`config.mk`:
```
export PLATFORM = sky130hd
export DESIGN_NAME = branch_hazard_ctrl
export DESIGN_NICKNAME = d
export VERILOG_FILES = /design/src/rtl/branch_hazard_ctrl.sv
export SDC_FILE = /design/constraint.sdc
export NUM_CORES = 1
export LEC_CHECK = 0
export BUFFER_PORTS_ARGS = -buffer_cell sky130_fd_sc_hd__buf_2
export CORE_ASPECT_RATIO = 1.75
export CORE_MARGIN = 2
export CORE_UTILIZATION = 49
export DETAILED_ROUTE_END_ITERATION = 6
export GPL_TIMING_DRIVEN = 1
export HOLD_SLACK_MARGIN = 0.06
export MAX_ROUTING_LAYER = met4
export PLACE_DENSITY = 0.8
export SETUP_SLACK_MARGIN = 0.4
export SLEW_MARGIN = 20
export SYNTH_ARGS = -nofsm -noshare
export SYNTH_HDL_FRONTEND = slang
export SYNTH_SLANG_ARGS = --single-unit
export TNS_END_PERCENT = 10
```
`constraint.sdc`:
```
create_clock -name clk -period 3.7 [get_ports clk]
set_input_delay 0.74 -clock clk [delete_from_list [all_inputs] [get_ports clk]]
set_output_delay 0.74 -clock clk [all_outputs]
set_load 0.1 [all_outputs]
```
`src/rtl/branch_hazard_ctrl.sv`:
```
// branch_hazard_ctrl: pipeline stall/flush and PC-redirect control for branches, jumps and load-use hazards.
module branch_hazard_ctrl #(
  parameter int XLEN  = 32,
  parameter int CNT_W = 32
) (
  input  logic             clk,
  input  logic             rst,
  input  logic             id_valid,
  input  logic [6:0]       id_op_code,
  input  logic [4:0]       id_rs1,
  input  logic [4:0]       id_rs2,
  input  logic             ex_valid,
  input  logic [6:0]       ex_op_code,
  input  logic [4:0]       ex_rd,
  input  logic             ex_mem_read,
  input  logic             br_en,
  input  logic [XLEN-1:0]  ex_target,
  input  logic             redirect_ready,
  output logic             stall_if,
  output logic             stall_id,
  output logic             flush_id,
  output logic             flush_ex,
  output logic             redirect_valid,
  output logic [XLEN-1:0]  redirect_pc,
  output logic [CNT_W-1:0] br_count,
  output logic [CNT_W-1:0] taken_count
);
  localparam logic [6:0] OP_BR = 7'b1100011, OP_JAL = 7'b1101111, OP_JALR = 7'b1100111;
  typedef enum logic {RUN, REDIR} state_e;
  state_e state_q, state_d;
  logic [XLEN-1:0] pc_q, pc_d;
  logic [CNT_W-1:0] br_q, br_d, tk_q, tk_d;
  logic is_br, ex_taken, load_use;
  assign is_br    = ex_valid && ex_op_code == OP_BR;
  assign ex_taken = ex_valid && (ex_op_code == OP_JAL || ex_op_code == OP_JALR || (ex_op_code == OP_BR && br_en));
  assign load_use = id_valid && id_op_code == OP_BR && ex_valid && ex_mem_read && ex_rd != 5'd0 &&
                    (ex_rd == id_rs1 || ex_rd == id_rs2);
  always_comb begin
    state_d        = state_q;
    pc_d           = pc_q;
    br_d           = br_q;
    tk_d           = tk_q;
    stall_if       = 1'b0;
    stall_id       = 1'b0;
    flush_id       = 1'b0;
    flush_ex       = 1'b0;
    redirect_valid = 1'b0;
    if (state_q == REDIR) begin
      redirect_valid = 1'b1;
      stall_if       = 1'b1;
      flush_id       = 1'b1;
      flush_ex       = 1'b1;
      state_d        = redirect_ready ? RUN : REDIR;
    end else begin
      br_d = br_q + CNT_W'(is_br);
      tk_d = tk_q + CNT_W'(is_br && br_en);
      if (ex_taken) begin
        state_d  = REDIR;
        pc_d     = ex_target;
        flush_id = 1'b1;
        flush_ex = 1'b1;
      end else if (load_use) begin
        stall_if = 1'b1;
        stall_id = 1'b1;
        flush_ex = 1'b1;
      end
    end
    // Reset cycles must never leak a control pulse or redirect into the pipeline.
    if (rst) begin
      stall_if       = 1'b0;
      stall_id       = 1'b0;
      flush_id       = 1'b0;
      flush_ex       = 1'b0;
      redirect_valid = 1'b0;
    end
  end
  always_ff @(posedge clk) begin
    if (rst) begin
      state_q <= RUN;
      pc_q    <= '0;
      br_q    <= '0;
      tk_q    <= '0;
    end else begin
      state_q <= state_d;
      pc_q    <= pc_d;
      br_q    <= br_d;
      tk_q    <= tk_d;
    end
  end
  assign redirect_pc = pc_q;
  assign br_count    = br_q;
  assign taken_count = tk_q;
endmodule

```
# Word level (Yosys, flattened, before mapping)
# Index checks and enable logic that the tools add are counted.
# Widths: inputs -> output; s select.
classes:
  addsub: 2
  n_eq_ne: 6
  mux: 16
  bitwise: 1
  n_reduce_logical: 14
op_table:
  columns: ["op", "n"]
  rows:
  - ["$add 32x1->32", 2]
  - ["$eq 7x7->1 const B", 4]
  - ["$mux 1", 16]
  - ["$eq 5x5->1", 2]
  - ["$logic_and 1x1->1", 9]
  - ["$reduce_bool 5->1", 1]
  - ["$logic_or 1x1->1", 3]
  - ["$reduce_and 2->1", 1]
  - ["$not 1->1", 1]
totals:
  reg_bits: 97
  in_bits: 68
  output_inout_bits: 101
  wordCells: 43

# Depth between registers and ports, before layout
# Gate-level depths: netlist (run 1).
logic_depth:
  depth_word: 10
  depth_mapped: 10
  mapped_depth_nobuf: 9

# Least setup slack after synthesis (run 1)
# No wires, ideal clock.
synth_path:
  path_kind: "in2out"
  from: "input id_op_code[3]"
  to: "output stall_id"
  t_arrival_ns: 4.217
  t_required_ns: 2.960
  path_slack_ns: -1.257
  cell_stages: 4
  n_path_buf: 0
  path_cell_list: "nor4bb_1 nand4_1 a211o_1 nor4_1"
synth_via:
  elab_chain_len: 10
synth_rtl:
  columns: ["element", "line_no", "source"]
  rows:
  - ["start, declared", "9", "input logic [6:0] id_op_code,"]
  - ["$eq 7x7->1", "36", "assign load_use = id_valid && id_op_code == OP_BR && ex_valid && ex_mem_read && ex_rd != 5'd0 &&"]
  - ["$logic_and 1x1->1 (5 in series)", "36", null]
  - ["$mux 1", "62", "end else if (load_use) begin"]
  - ["$mux 1", "57", "if (ex_taken) begin"]
  - ["$mux 1", "48", "if (state_q == REDIR) begin"]
  - ["$mux 1", "69", "if (rst) begin"]
  - ["end, declared", "20", "output logic stall_id,"]
# Every way passes these cells.

# Worst setup path after layout (run 1)
layout_path:
  from: "input ex_op_code[4]"
  to: "output flush_ex"
layout_via:
  elab_chain_len: 7
  elab_cells_between_ends: 10
  cone_classes: "3 x eq/ne; 3 x mux; 4 x reduce/logical"
layout_rtl:
  columns: ["element", "line_no", "source"]
  rows:
  - ["start, declared", "13", "input logic [6:0] ex_op_code,"]
  - ["$eq 7x7->1", "35", "assign ex_taken = ex_valid && (ex_op_code == OP_JAL || ex_op_code == OP_JALR || (ex_op_code == OP_BR && br_en) ..."]
  - ["$logic_or 1x1->1 or $logic_and 1x1->1 (tied branches)", "35", null]
  - ["$logic_or 1x1->1 *", "35", null]
  - ["$logic_and 1x1->1 *", "35", null]
  - ["$mux 1 *", "57", null]
  - ["$mux 1 *", "48", null]
  - ["$mux 1 *", "69", null]
  - ["end, declared", "22", "output logic flush_ex,"]
# Mark *: on every way between the ends. The rest lies on a longest branch, timed or not.

==> results of run 1 <==
==> synth_stat cells, types with 2 or more instances <==
master                     instances  area [um^2]
sky130_fd_sc_hd__and2_1            2         12.5
sky130_fd_sc_hd__buf_6             2         22.5
sky130_fd_sc_hd__nor2b_1           6         37.5
sky130_fd_sc_hd__a21oi_1          65          325
sky130_fd_sc_hd__nand3b_1          2         15.0
sky130_fd_sc_hd__nand3_1          19         95.1
sky130_fd_sc_hd__mux2_2            3         33.8
sky130_fd_sc_hd__ha_1              5         62.6
sky130_fd_sc_hd__or3_1             6         37.5
sky130_fd_sc_hd__nor4_1            9         56.3
sky130_fd_sc_hd__xnor2_1          15          131
sky130_fd_sc_hd__o21ai_0           8         40.0
sky130_fd_sc_hd__nor3_1            9         45.0
sky130_fd_sc_hd__nand4_1          18          113
sky130_fd_sc_hd__o31ai_1          24          180
sky130_fd_sc_hd__dfxtp_1          97         1940
sky130_fd_sc_hd__clkbuf_1         31          116
sky130_fd_sc_hd__and3_1            9         56.3
sky130_fd_sc_hd__nor2_1           36          135
sky130_fd_sc_hd__xor2_1           18          158
sky130_fd_sc_hd__or4_1            26          195
sky130_fd_sc_hd__nand2_1          81          304
sky130_fd_sc_hd__and4_1            6         52.6
sky130_fd_sc_hd__nand4b_1          2         17.5
sky130_fd_sc_hd__inv_1            12         45.0
sky130_fd_sc_hd__nor3b_1           2         15.0
sky130_fd_sc_hd__mux2i_1           4         40.0
sky130_fd_sc_hd__o41ai_1           2         17.5
==> sequential cells by signal, summed over array words and instances (netlist names) <==
signal / flops
taken_count: 32
br_count: 32
state_q: 1
redirect_pc: 32
==> final cells by class <==
class	instances	share of cell area
clock buffer	10	0.0417
sequential	97	0.339
timing repair buffer	174	0.155
multi-input combinational	395	0.415
clock inverter	6	0.0157
tap	120	0.0262
inverter	12	0.00786
==> worst max-delay path by stage <==
| stage | slack, ps | from | cells past startpoint | to |
|---|---|---|---|---|
| after floorplan | 160 | id_op_code[3] | 4 | flush_ex |
| after global placement | 510 | ex_op_code[4] | 6 | flush_ex |
| after detailed placement | 460 | id_op_code[3] | 6 | stall_if |
| after CTS | 460 | id_op_code[3] | 6 | stall_if |
| after global routing | 400 | id_op_code[3] | 6 | stall_if |
| final | 500 | ex_op_code[4] | 6 | flush_ex |
==> through the flow <==
step	hold slack, ps	total power [uW]
finish	452	2150
global route	471	2220
CTS	455	2180
detailed placement	445	1170
global placement	438	1170
floorplan	831	1120
==> kinds of logic (layout without fill, tap and decap cells) <==
family | after synthesis | after routing | synth area share
XOR/XNOR | 33 | 33 | 0.0646
AO/OA/AOI/OAI | 109 | 109 | 0.145
AND/OR/NAND/NOR | 241 | 241 | 0.284
multiplexers | 7 | 7 | 0.0165
buffers and inverters | 46 | 202 | 0.0419
flip-flops | 97 | 97 | 0.434
adder cells (fa/ha/maj) | 5 | 5 | 0.0140
==> critical path, cell delays in order <==
cell and delay, ps:
sky130_fd_sc_hd__buf_2 90, sky130_fd_sc_hd__nand4b_1 270, sky130_fd_sc_hd__a211oi_1 540, sky130_fd_sc_hd__o21ai_0 260, sky130_fd_sc_hd__o21ai_1 120, sky130_fd_sc_hd__buf_2 440
==> power by group through the flow <==
stage	Sequential (uW)	Combinational, uW	Clock [uW]
2_1_floorplan	1080	36.6	0
3_3_place_gp	1070	96.7	0
3_5_place_dp	1070	99.7	0
4_1_cts	1050	100	1030
5_1_grt	1050	109	1070
6_report	1050	101	1010
==> metal layers <==
layer  part of all wire  vias up
met2               0.55      175
met1               0.37     2152
li1                   -     2243
met5                  0        -
met4              0.040        0
met3              0.047       40
==> summary.txt, run 1 <==
Pwr
  • Net switching fraction of the power: 0.212
  • Peak supply drop: 0.253 mV
  • Internal Power: 1700 uW
  • Gate power share: 0.047
  • Power density of the placed cells: 376 mW/mm^2
  • Switching power summed over all nets: 457 uW
  • Lkg Pwr: 0.00236 uW
  • Share of total power in the clock network: 0.467
  • Share of total power in sequential cells: 0.486

Floorplan
  • Die width: 76.2 um
  • Core ar.: 0.00898 mm^2
  • Count of pins on the block boundary: 169
  • Die area: 0.00994 mm^2
  • Initial standard-cell utilization of the core: 0.498
  • Die boundary height: 130 um
  • Placement row count: 46

GRT
  • Pin count of the biggest net entering global routing: 56
  • Remaining Overflow, GRT: 0
  • Peak-usage layer in the global routing report: met2
  • Wire length of the first global-routing pass: 19500 um
  • Via count of the first global-routing pass: 4163
  • Met1 demand-to-capacity share in global routing: 0.263
  • Met2 Usage GRT: 0.444
  • Overall track demand over capacity in global routing: 0.249
  • Initial antenna violation count: 0
  • Global-route met3 utilization: 0.0378

Yosys
  • Mean cell area of the mapped netlist: 8.32 um^2
  • Number of distinct library cells after synthesis: 47
  • Top FF cell, synth: sky130_fd_sc_hd__dfxtp_1
  • Post-synth EDFFs: 0
  • Post-synth net total: 611
  • Yosys warning total: 0
  • Sequential area share after synthesis: 0.434
  • #FFs+latches synth: 97
  • Post-synthesis instance area: 0.00448 mm^2
  • Async set-reset flop share out of synthesis: 0
  • Synthesized instance count: 538

Clock network
  • Root Buffer: sky130_fd_sc_hd__clkbuf_16
  • Number of H-tree branching levels: 3
  • Total of hold buffers inserted after clock tree synthesis: 0
  • Clock slew seen by the registers of the worst setup and hold paths: 70 ps
  • Buffer count from post-CTS setup fixing: 0
  • Insertion delay to the later sink of the worst-skew pair: 340 ps
  • Number of cells upsized or downsized after cts: 0
  • CTS tree: yes
  • Total number of clock tree sinks: 97
  • Clock buffers created by TritonCTS: 9
  • Clock Tree Buf Depth: 2

STA
  • Worst-case setup margin in the final layout: 499 ps
  • Clk_skew: 5.34 ps
  • Worst slew pin tran: 656 ps
  • Max-Slew Margin vs Limit: 0.562
  • Max-slew violation count: 0
  • Maximum clock frequency: 312 MHz
  • Setup-failing EPs final: 0
  • Count of final hold-check violations: 0
  • Unrepaired setup endpoints after global routing: false
  • Min cycle time layout: 3200 ps
  • Setup_tns: 0 ps
  • Final cycle utilization of the critical path: 0.865

Worst setup path
  • Endpoint of the most critical register-to-register path: taken_count[22]
  • Worst Path Max Fanout: 4
  • Data arrival at the endpoint of the critical path: 2460 ps
  • Required time of the critical path: 2960 ps
  • Worst reg2reg path depth: 4
  • Critical Path End Type: primary output
  • Reg-to-reg setup timing slack: 1420 ps
  • Startpoint of the lowest-slack register-to-register path: taken_count[7]
  • Type of the worst setup path: input port to primary output
  • Critical path launch point type: input port

Detailed routing
  • Post-Route WL: 12400 um
  • First-iteration detailed-routing DRC count: 223
  • Remaining DRCs: 0
  • Detailed Routing Iterations Pass 1: 4
  • DRT antenna net count: 0
  • Wire per inst: 15.2 um
  • Vias after detailed routing: 4610
  • Number of vias per cell: 5.66

Min path
  • Hold Startpoint: redirect_pc[30]
  • Min-Delay Path Depth: 2
  • Path class of the lowest-slack min-delay path: flop to flop
  • Hold path endpoint: redirect_pc[30]

Layout
  • Net count, final: 762
  • Final Instance Count excl. Fillers: 814
  • Seq. cell area: 0.00194 mm^2
  • Layout cell share with drive strength beyond 1: 0.290
  • Multi-input gate area in the final layout: 0.00238 mm^2
  • Most common cell after layout, fill and taps aside: sky130_fd_sc_hd__buf_2
  • Final instance area: 0.00573 mm^2
  • Total of fill cells in the finished design: 798
  • Area added between synthesis and finish: 28.0%
  • Antenna Cells: 0
  • Most frequent cells in the layout: sky130_fd_sc_hd__buf_2 (167), sky130_fd_sc_hd__dfxtp_1 (97), sky130_fd_sc_hd__nand2_1 (81)
  • Final Util: 0.638

Placed design
  • Cell area after placement: 0.00540 mm^2
  • Worst slack after detailed placement: 460 ps
  • Number of placed instances, taps included: 798
  • HPWL after detailed placement: 9140 um
  • RePlAce Congestion: 0.904
  • Total of buffers placed on input and output ports: 168

Flow run
  • Max Cap Viol: 0

Run status
  • Outcome: complete, no violations
Note: power is estimated with default switching activity, not from simulation.
==> inputs of run 2 (changes only) <==
--- a/constraint.sdc
+++ b/constraint.sdc
@@ -3,2 +3,2 @@
 set_output_delay 0.74 -clock clk [all_outputs]
-set_load 0.1 [all_outputs]
+set_load 0.02 [all_outputs]
==> run 2 against run 1 <==
Compared with the run above:
- routed wire length shrank 2.4%
- critical path depth rose by 5
- utilization fell by 0.66 points
- setup slack improved by 290 ps
- global-route usage fell by 0.74 points
- sequential power is essentially flat
- final cell count fell by 0.49%
- sequential share of layout area up 0.35 points
- register-to-register slack hardly changed
- clock-buffer cell count unchanged
- clock power about the same
- worst hold slack got worse by 1.5 ps
==> summary.txt, run 2 (same netlist as run 1, synthesis figures left out) <==
Detailed routing
  • DRT antenna net count: 0
  • Vias after detailed routing: 4569
  • Remaining DRCs: 0
  • First-iteration detailed-routing DRC count: 211
  • Wire per inst: 14.9 um
  • Post-Route WL: 12100 um
  • Number of vias per cell: 5.64
  • Detailed Routing Iterations Pass 1: 5

STA
  • Unrepaired setup endpoints after global routing: false
  • Maximum clock frequency: 344 MHz
  • Max-slew violation count: 0
  • Clk_skew: 5.47 ps
  • Count of final hold-check violations: 0
  • Setup-failing EPs final: 0
  • Final cycle utilization of the critical path: 0.787
  • Worst slew pin tran: 1000 ps
  • Min cycle time layout: 2910 ps
  • Max-Slew Margin vs Limit: 0.332
  • Worst-case setup margin in the final layout: 789 ps
  • Setup_tns: 0 ps

Pwr
  • Peak supply drop: 0.242 mV
  • Lkg Pwr: 0.00233 uW
  • Power density of the placed cells: 373 mW/mm^2

Worst setup path
  • Required time of the critical path: 3950 ps
  • Critical Path End Type: flop
  • Top delay family on crit path: simple AND/OR/NAND/NOR gates
  • Buf+Inv Stages, Crit Path: 2
  • Cells along the critical path: buf_2 > nand4b_1 > nor4_1 > and2_1 > ha_1 > ha_1 > nor2b_1 > nand3_1 > buf_4 > or4_1 > a21oi_1
  • Worst Path Max Fanout: 17
  • Type of the worst setup path: input port to flop
  • Largest incremental delay on the critical path: 500 ps
  • Critical path launch point type: input port
  • Data arrival at the endpoint of the critical path: 3160 ps
  • Cell with the largest stage delay on the worst path: sky130_fd_sc_hd__or4_1
  • Cell seen most often among critical-path stages: sky130_fd_sc_hd__ha_1

Floorplan
  • Die area: 0.00994 mm^2
  • Core ar.: 0.00898 mm^2
  • Placement row count: 46
  • Die width: 76.2 um
  • Count of pins on the block boundary: 169
  • Initial standard-cell utilization of the core: 0.498
  • Die boundary height: 130 um

Clock network
  • Root Buffer: sky130_fd_sc_hd__clkbuf_16
  • Clock buffers created by TritonCTS: 9
  • Buffer count from post-CTS setup fixing: 0
  • Clock Tree Buf Depth: 2
  • Total number of clock tree sinks: 97
  • Number of H-tree branching levels: 3
  • Total of hold buffers inserted after clock tree synthesis: 0
  • CTS tree: yes
  • Clock slew seen by the registers of the worst setup and hold paths: 60 ps
  • Insertion delay to the later sink of the worst-skew pair: 330 ps
  • Number of cells upsized or downsized after cts: 0

Layout
  • Layout cell share with drive strength beyond 1: 0.281
  • Most frequent cells in the layout: sky130_fd_sc_hd__buf_2 (168), sky130_fd_sc_hd__dfxtp_1 (97), sky130_fd_sc_hd__nand2_1 (81)
  • Antenna Cells: 0
  • Net count, final: 759
  • Final instance area: 0.00567 mm^2
  • Total of fill cells in the finished design: 801
  • Final Util: 0.632
  • Area added between synthesis and finish: 26.7%
  • Final Instance Count excl. Fillers: 810
  • Most common cell after layout, fill and taps aside: sky130_fd_sc_hd__buf_2

Placed design
  • RePlAce Congestion: 0.904
  • Cell area after placement: 0.00535 mm^2
  • Total of buffers placed on input and output ports: 168
  • HPWL after detailed placement: 8950 um
  • Worst slack after detailed placement: 452 ps
  • Number of placed instances, taps included: 795

GRT
  • Via count of the first global-routing pass: 4304
  • Pin count of the biggest net entering global routing: 95
  • Wire length of the first global-routing pass: 19100 um
  • Overall track demand over capacity in global routing: 0.241
  • Remaining Overflow, GRT: 0
  • Initial antenna violation count: 0

Run status
  • Outcome: complete, no violations

Min path
  • Path class of the lowest-slack min-delay path: flop to flop

Flow run
  • Max Cap Viol: 0
==> run 2: report_power, final <==
part / leakage (uW) / internal, uW / switching (uW)
clock: 0.000151 / 605 / 378
sequential: 0.000781 / 1050 / 1.57
combinational: 0.00140 / 37.5 / 46.1
total: 0.00233 / 1690 / 425
==> run 2: worst reg2reg max path: cells and delay by family, from the launching register on <==
family | cells | cell delay, ps
AND/OR/NAND/NOR | 3 | 1580
flip-flops | 1 | 460
AO/OA/AOI/OAI | 1 | 170
==> run 2: layout make-up <==
cell class / count / area (um^2) / area share
clock buffers: 10 / 239 / 0.0421
clock inverters: 5 / 80.1 / 0.0141
inverters: 12 / 45.0 / 0.00794
multi-input cells: 395 / 2350 / 0.415
flip-flops and latches: 97 / 1940 / 0.342
well taps: 120 / 150 / 0.0265
repair buffers: 171 / 863 / 0.152
==> run 2: final timing paths <==
check / from / endpoint / slack (ps) / depth (start not counted)
setup reg to reg: taken_count[6] / taken_count[19] / 1410 / 4
hold reg to reg: redirect_pc[26] / redirect_pc[26] / 450 / 2
setup / recovery: ex_op_code[4] / taken_count[22] / 790 / 11
hold / removal: redirect_pc[26] / redirect_pc[26] / 450 / 2
==> run 2: per-layer routing <==
metal / part of all wire / GRT usage / vias to the layer above
met5: 0 / - / -
met4: 0.032 / 0.132 / 0
met3: 0.055 / 0.0371 / 33
met2: 0.55 / 0.445 / 180
met1: 0.36 / 0.245 / 2124
li1: - / - / 2232
==> run 2: through the flow <==
stage          hold slack (ps)  power [uW]
3_5_place_dp               446        1150
4_1_cts                    455        2140
6_report                   451        2110
5_1_grt                    471        2180
2_1_floorplan              535        1110
3_3_place_gp               439        1150
